## config.mk

```make
export PLATFORM = sky130hd
export DESIGN_NAME = instr_prefetch
export DESIGN_NICKNAME = d
export VERILOG_FILES = /design/src/rtl/instr_prefetch.sv
export SDC_FILE = /design/constraint.sdc
export NUM_CORES = 1
export LEC_CHECK = 0
export BUFFER_PORTS_ARGS = -buffer_cell sky130_fd_sc_hd__clkbuf_2
export CORE_MARGIN = 2
export CORE_UTILIZATION = 30
export DETAILED_ROUTE_END_ITERATION = 6
export GPL_ROUTABILITY_DRIVEN = 0
export GPL_TIMING_DRIVEN = 0
export HOLD_SLACK_MARGIN = 0.03
export SKIP_LAST_GASP = 1
export SYNTH_ARGS = -nofsm -noshare
export SYNTH_HDL_FRONTEND = slang
export SYNTH_SLANG_ARGS = --single-unit
```

## constraint.sdc

```tcl
create_clock -name clk -period 11 [get_ports clk]
set_clock_uncertainty 0.2 [all_clocks]
set_input_delay 2.2 -clock clk [delete_from_list [all_inputs] [get_ports clk]]
set_output_delay 2.2 -clock clk [all_outputs]
set_load 0.02 [all_outputs]
```

## src/rtl/instr_prefetch.sv

```systemverilog
// ============================================================================
// instr_prefetch
//   Prefetch queue between instruction memory and the decode stage.
//   Fetches sequential words ahead of the core (one request outstanding at a
//   time), buffers {instruction, pc} pairs in a DEPTH-entry FIFO and presents
//   the head through a valid/ready handshake. A redirect flushes the FIFO and
//   restarts fetching at redirect_pc; a response already in flight at that
//   moment is dropped when it arrives, so no wrong-path word is ever shown.
//
// Ports
//   clk          in   system clock, rising edge
//   reset        in   synchronous active-high reset
//   imem_req     out  fetch request (held until imem_ack)
//   imem_addr    out  byte address of the requested word
//   imem_ack     in   response valid, word on imem_data
//   imem_data    in   returned instruction word
//   redirect     in   taken jump/branch: flush and restart
//   redirect_pc  in   restart address, qualified by redirect
//   inst_valid   out  FIFO head valid
//   instruction  out  FIFO head instruction word
//   inst_pc      out  FIFO head PC
//   inst_ready   in   downstream consumes the head this cycle
//
// All outputs come straight from registers or registered FIFO storage; there
// is no combinational path from inst_ready or imem_ack to any output.
// ============================================================================
module instr_prefetch #(
    parameter int          DEPTH    = 4,
    parameter logic [31:0] RESET_PC = 32'h0000_0000
) (
    input  logic        clk,
    input  logic        reset,
    output logic        imem_req,
    output logic [31:0] imem_addr,
    input  logic        imem_ack,
    input  logic [31:0] imem_data,
    input  logic        redirect,
    input  logic [31:0] redirect_pc,
    output logic        inst_valid,
    output logic [31:0] instruction,
    output logic [31:0] inst_pc,
    input  logic        inst_ready
);

    localparam int AW = $clog2(DEPTH);
    localparam int CW = AW + 1;

    localparam logic [AW-1:0] PTR_ONE   = AW'(1);
    localparam logic [AW-1:0] PTR_ZERO  = AW'(0);
    localparam logic [CW-1:0] CNT_ZERO  = CW'(0);
    localparam logic [CW-1:0] CNT_FULL  = DEPTH[CW-1:0];
    localparam logic [CW:0]   FILL_CAP  = DEPTH[CW:0];

    // Architectural state
    logic [31:0]   fetch_pc_r;
    logic [31:0]   addr_r;
    logic [AW-1:0] rd_ptr_r;
    logic [AW-1:0] wr_ptr_r;
    logic [CW-1:0] count_r;
    logic          inflight_r;
    logic          discard_r;
    logic [31:0]   ins_mem_r [DEPTH];
    logic [31:0]   pc_mem_r  [DEPTH];

    // Next-state values
    logic [31:0]   fetch_pc_nx_s;
    logic [31:0]   addr_nx_s;
    logic [AW-1:0] rd_ptr_nx_s;
    logic [AW-1:0] wr_ptr_nx_s;
    logic [CW-1:0] count_nx_s;
    logic          inflight_nx_s;
    logic          discard_nx_s;
    logic          ack_done_s;
    logic          push_s;
    logic          pop_s;
    logic [CW:0]   fill_s;
    logic          credit_s;
    logic          full_s;

    assign ack_done_s = inflight_r & imem_ack;
    assign full_s     = (count_r == CNT_FULL);

    // Next-state computation: redirect outranks push, pop and issue
    always_comb begin
        fetch_pc_nx_s = fetch_pc_r;
        addr_nx_s     = addr_r;
        rd_ptr_nx_s   = rd_ptr_r;
        wr_ptr_nx_s   = wr_ptr_r;
        count_nx_s    = count_r;
        inflight_nx_s = inflight_r;
        discard_nx_s  = discard_r;
        push_s        = 1'b0;
        pop_s         = 1'b0;
        fill_s        = {1'b0, count_r};
        credit_s      = 1'b0;

        if (redirect) begin
            count_nx_s    = CNT_ZERO;
            rd_ptr_nx_s   = PTR_ZERO;
            wr_ptr_nx_s   = PTR_ZERO;
            fetch_pc_nx_s = redirect_pc;
            if (inflight_r && !imem_ack) begin
                // Transaction cannot be cancelled: keep req/addr held and
                // drop its response when it eventually arrives.
                discard_nx_s = 1'b1;
            end else begin
                // Memory port is free at this edge (idle, or acking now with
                // the word being dropped), so restart immediately.
                discard_nx_s  = 1'b0;
                inflight_nx_s = 1'b1;
                addr_nx_s     = redirect_pc;
            end
        end else begin
            push_s = ack_done_s && !discard_r;
            pop_s  = (count_r != CNT_ZERO) && inst_ready;

            if (ack_done_s) begin
                inflight_nx_s = 1'b0;
                discard_nx_s  = 1'b0;
            end else begin
                inflight_nx_s = inflight_r;
            end

            if (push_s) begin
                wr_ptr_nx_s   = wr_ptr_r + PTR_ONE;
                fetch_pc_nx_s = fetch_pc_r + 32'd4;
            end else begin
                wr_ptr_nx_s   = wr_ptr_r;
            end

            if (pop_s) begin
                rd_ptr_nx_s = rd_ptr_r + PTR_ONE;
            end else begin
                rd_ptr_nx_s = rd_ptr_r;
            end

            count_nx_s = count_r + {{(CW-1){1'b0}}, push_s}
                                 - {{(CW-1){1'b0}}, pop_s};

            // Credit counts the incoming word but not a same-cycle pop: a
            // freed slot only becomes usable from the next cycle.
            fill_s   = {1'b0, count_r} + {{CW{1'b0}}, push_s};
            credit_s = (fill_s < FILL_CAP);

            if (!inflight_nx_s && credit_s) begin
                inflight_nx_s = 1'b1;
                addr_nx_s     = fetch_pc_nx_s;
            end else begin
                addr_nx_s     = addr_r;
            end
        end
    end

    // Control and pointer registers
    always_ff @(posedge clk) begin
        if (reset) begin
            fetch_pc_r <= RESET_PC;
            addr_r     <= RESET_PC;
            rd_ptr_r   <= PTR_ZERO;
            wr_ptr_r   <= PTR_ZERO;
            count_r    <= CNT_ZERO;
            inflight_r <= 1'b0;
            discard_r  <= 1'b0;
        end else begin
            fetch_pc_r <= fetch_pc_nx_s;
            addr_r     <= addr_nx_s;
            rd_ptr_r   <= rd_ptr_nx_s;
            wr_ptr_r   <= wr_ptr_nx_s;
            count_r    <= count_nx_s;
            inflight_r <= inflight_nx_s;
            discard_r  <= discard_nx_s;
        end
    end

    // FIFO storage: cleared on reset, written on an accepted response
    always_ff @(posedge clk) begin
        if (reset) begin
            for (int i = 0; i < DEPTH; i++) begin
                ins_mem_r[i] <= 32'h0000_0000;
                pc_mem_r[i]  <= 32'h0000_0000;
            end
        end else if (push_s) begin
            ins_mem_r[wr_ptr_r] <= imem_data;
            pc_mem_r[wr_ptr_r]  <= addr_r;
        end
    end

    assign imem_req    = inflight_r;
    assign imem_addr   = addr_r;
    assign inst_valid  = (count_r != CNT_ZERO);
    assign instruction = ins_mem_r[rd_ptr_r];
    assign inst_pc     = pc_mem_r[rd_ptr_r];

    instr_prefetch_chk u_chk (
        .clk   (clk),
        .reset (reset),
        .push  (push_s),
        .full  (full_s)
    );

endmodule

// ----------------------------------------------------------------------------
// instr_prefetch_chk
//   Protocol checker: the issue credit must make a push into a full FIFO
//   impossible.
//   clk, reset : as the parent;  push : word accepted this edge;
//   full       : FIFO holds DEPTH entries.
// ----------------------------------------------------------------------------
module instr_prefetch_chk (
    input logic clk,
    input logic reset,
    input logic push,
    input logic full
);

    no_push_when_full: assert property (@(posedge clk) disable iff (reset) !(push && full));

endmodule
```

==> impl_results.md <==
- Critical path arrival: 2860 ps
- Die Width: 225 um
- Worst EP required: 8600 ps
- Number of DRC markers in iteration 0: 702
- Input/output buffers: approximately 160
- R2r startpoint: imem_req
- Die height: 225 um
- WL met3: 2.28 mm
- Kind of critical path: reg -> out
- Final hold vios: 0
- ANT nets after route: 0
- Ys flop type: edfxtp_1
- Yosys Warn Count: 0
- Maximum fanout along the worst path: 10
- CTS Buffer Depth: 3
- Run status: finished, final reports clean
- Vias: 9316
- Detail Route met2 WL: 19.6 mm
- Design Power: 0.00302 W
- CTS tree: yes
- Cells after synthesis: 1041
- RSZ-0062 raised after global routing: false
- Via density: 4.92
- Setup Fix Bufs, Post-CTS: 0
- Setup_tns: 0 ps
- Critical path's largest stage delay: 700 ps
- Post-synth cell types: 67
- Most frequent cells in the layout: 256 x edfxtp_1, 198 x and2_1, 165 x clkbuf_2, 75 x dfxtp_1, 67 x and3_1
- Crit-path slowest cell: clkbuf_1
- Worst-Skew Late Latency: between 500 and 600 ps
- Worst hold start: rd_ptr_r[1]
- PwrDens: 171 nW/um^2
- Io pins: 167
- Detailed Routing Iterations Pass 1: 5
- VDD IR-drop max: between 0.08 and 0.09 mV
- Largest net degree at the start of global routing: 39
- N_diodes: 0
- Post-synth EDFFs: 256
- Clock Sinks: approximately 330
- Mean post-synth cell area: 14.1 um^2
- Setup-failing EPs final: 0
- Dpl hpwl: 27.0 mm
- Synthesis-to-layout area growth: 20.8%
- CTS resizes: 0
- Initial antenna violation count: 1
- Delay-heaviest family, CP: buffers and inverters
- Max_slew headroom: 0.371
- Final WL: 40.2 mm
- Number of global-route vias before repair: roughly 9600
- Core Area: ~48000 um^2
- Gr ovfl total: 0
- DRC violations left: 0
- HP Class: reg -> reg
- TritonCTS Buffers: 38
- Seq/Total Area, Yosys: 0.628
- Fmax: approximately 0.19 GHz
- Final critical-path required period: 5260 ps
- Clock transition at path regs: 60 ps
- Cell breakdown of the critical path: clkbuf_1 -> buf_2 -> mux4_2 -> clkbuf_2
- Worst Tran Pin Value: 943 ps
- Static Leak: 6.87 nW
- Crit. End Element: primary output
- Synth Cell Area: 14600 um^2
- Post-synth ARST share: 0
- Final net count: about 1300
- Fin. max-slew vios: 0
- Hold_buf cts: 0
- WL/cell: 21.2 um
- All-Layer GR Usage: 0.160
- First-pass GRT wire length: 59.8 mm
- Top routing layer in use: met4
- Die area: 50600 um^2
- Worst path buffer plus inverter count: 3
- Most common cell after layout, fill and taps aside: edfxtp_1
- Syn_nets: approximately 1100
- H-tree depth: 2
- Wl on met1: around 17 mm
- Register bit total from synthesis: 331
- Core Rows: 80
- Period utilization: 0.478
- Max-Cap Viols: 0
- Share of cells above drive strength 1: 0.272
- Root Driver: clkbuf_16
- Initial Util: 0.305
- CP startpoint kind: flop
## registers in the layout, summed over array words and instances (netlist names), named ones only
signal,count
count_r,3
discard_r,1
fetch_pc_r,32
imem_addr,32
imem_req,1
ins_mem_r,128
pc_mem_r,128
rd_ptr_r,2
wr_ptr_r,2
## cell families after synthesis
logic type,share of synthesized area
adders and majority gates,0.00479
buffers and inverters,0.0243
muxes,0.103
xor gates and xnor gates,0.00957
DFF,0.628
and+or+nand+nor,0.186
AOI/OAI and AO/OA,0.0458
## per-stage QoR
stage	instances	hold slack, ps	setup slack [ps]	cell area [um^2]	util
floorplan	1041	257	6010	14600	-
global placement	1820	323	4010	16200	0.339
detailed placement	1824	315	5220	16300	0.341
CTS	1893	338	5580	17700	0.369
global route	1893	379	5530	17700	0.369
finish	1893	341	5740	17700	0.369
## synth_stat cells, drive strengths merged (7+ instances only)
library cell	count	area share
buf	21	0.0078
nand2b	8	0.0034
clkbuf	53	0.014
and3	67	0.029
dfxtp	75	0.10
nand3	28	0.0099
a21oi	16	0.0055
nor4	14	0.011
xnor2	10	0.0060
mux4	64	0.098
a31o	9	0.0054
o21ai	10	0.0034
o41ai	10	0.0080
o31a	7	0.0044
inv	11	0.0028
nand4	15	0.0079
edfxtp	256	0.52
nor2	50	0.013
nor3	24	0.0089
and2	198	0.085
o31ai	7	0.0039
nand2	24	0.0062
## layer usage
layer | global-route usage | vias up
li1 | - | 4337
met1 | 0.208 | 4668
met2 | 0.269 | 260
met3 | 0.0356 | 51
met4 | 0.0419 | 0
met5 | 0 | -
## worst reg2reg max path: cells and delay by family (launching register included)
kind,cells,cell delay [ps]
AND/OR/NAND/NOR,4,1500
buffers and inverters,3,1190
flip-flops,1,510
## where the power goes
group / switching (W) / total (W) / internal (W)
sequential: 0.0000399 / 0.00144 / 0.00140
clock: 0.000527 / 0.00136 / 0.000833
combinational: 0.000144 / 0.000225 / 0.0000804
total: 0.000711 / 0.00302 / 0.00231
## final timing paths
kind / cells after the start / slack, ps / endpoint
worst max-delay path: 4 / 5740 / inst_pc[14]
worst max register to register: 7 / 7240 / ins_mem_r[1][24]
worst min-delay path: 2 / 340 / flop
worst min register to register: 2 / 340 / flop
## final cells by class
class,count,area (um^2)
multi-input cells,625,5120
fillers,4619,30300
repair buffers,168,916
clock inverters,22,314
plain buffers,74,314
inverters,11,41.3
flip-flops and latches,331,9190
well taps,615,769
clock buffers,47,1030
Note: power is estimated with default switching activity, not from simulation.
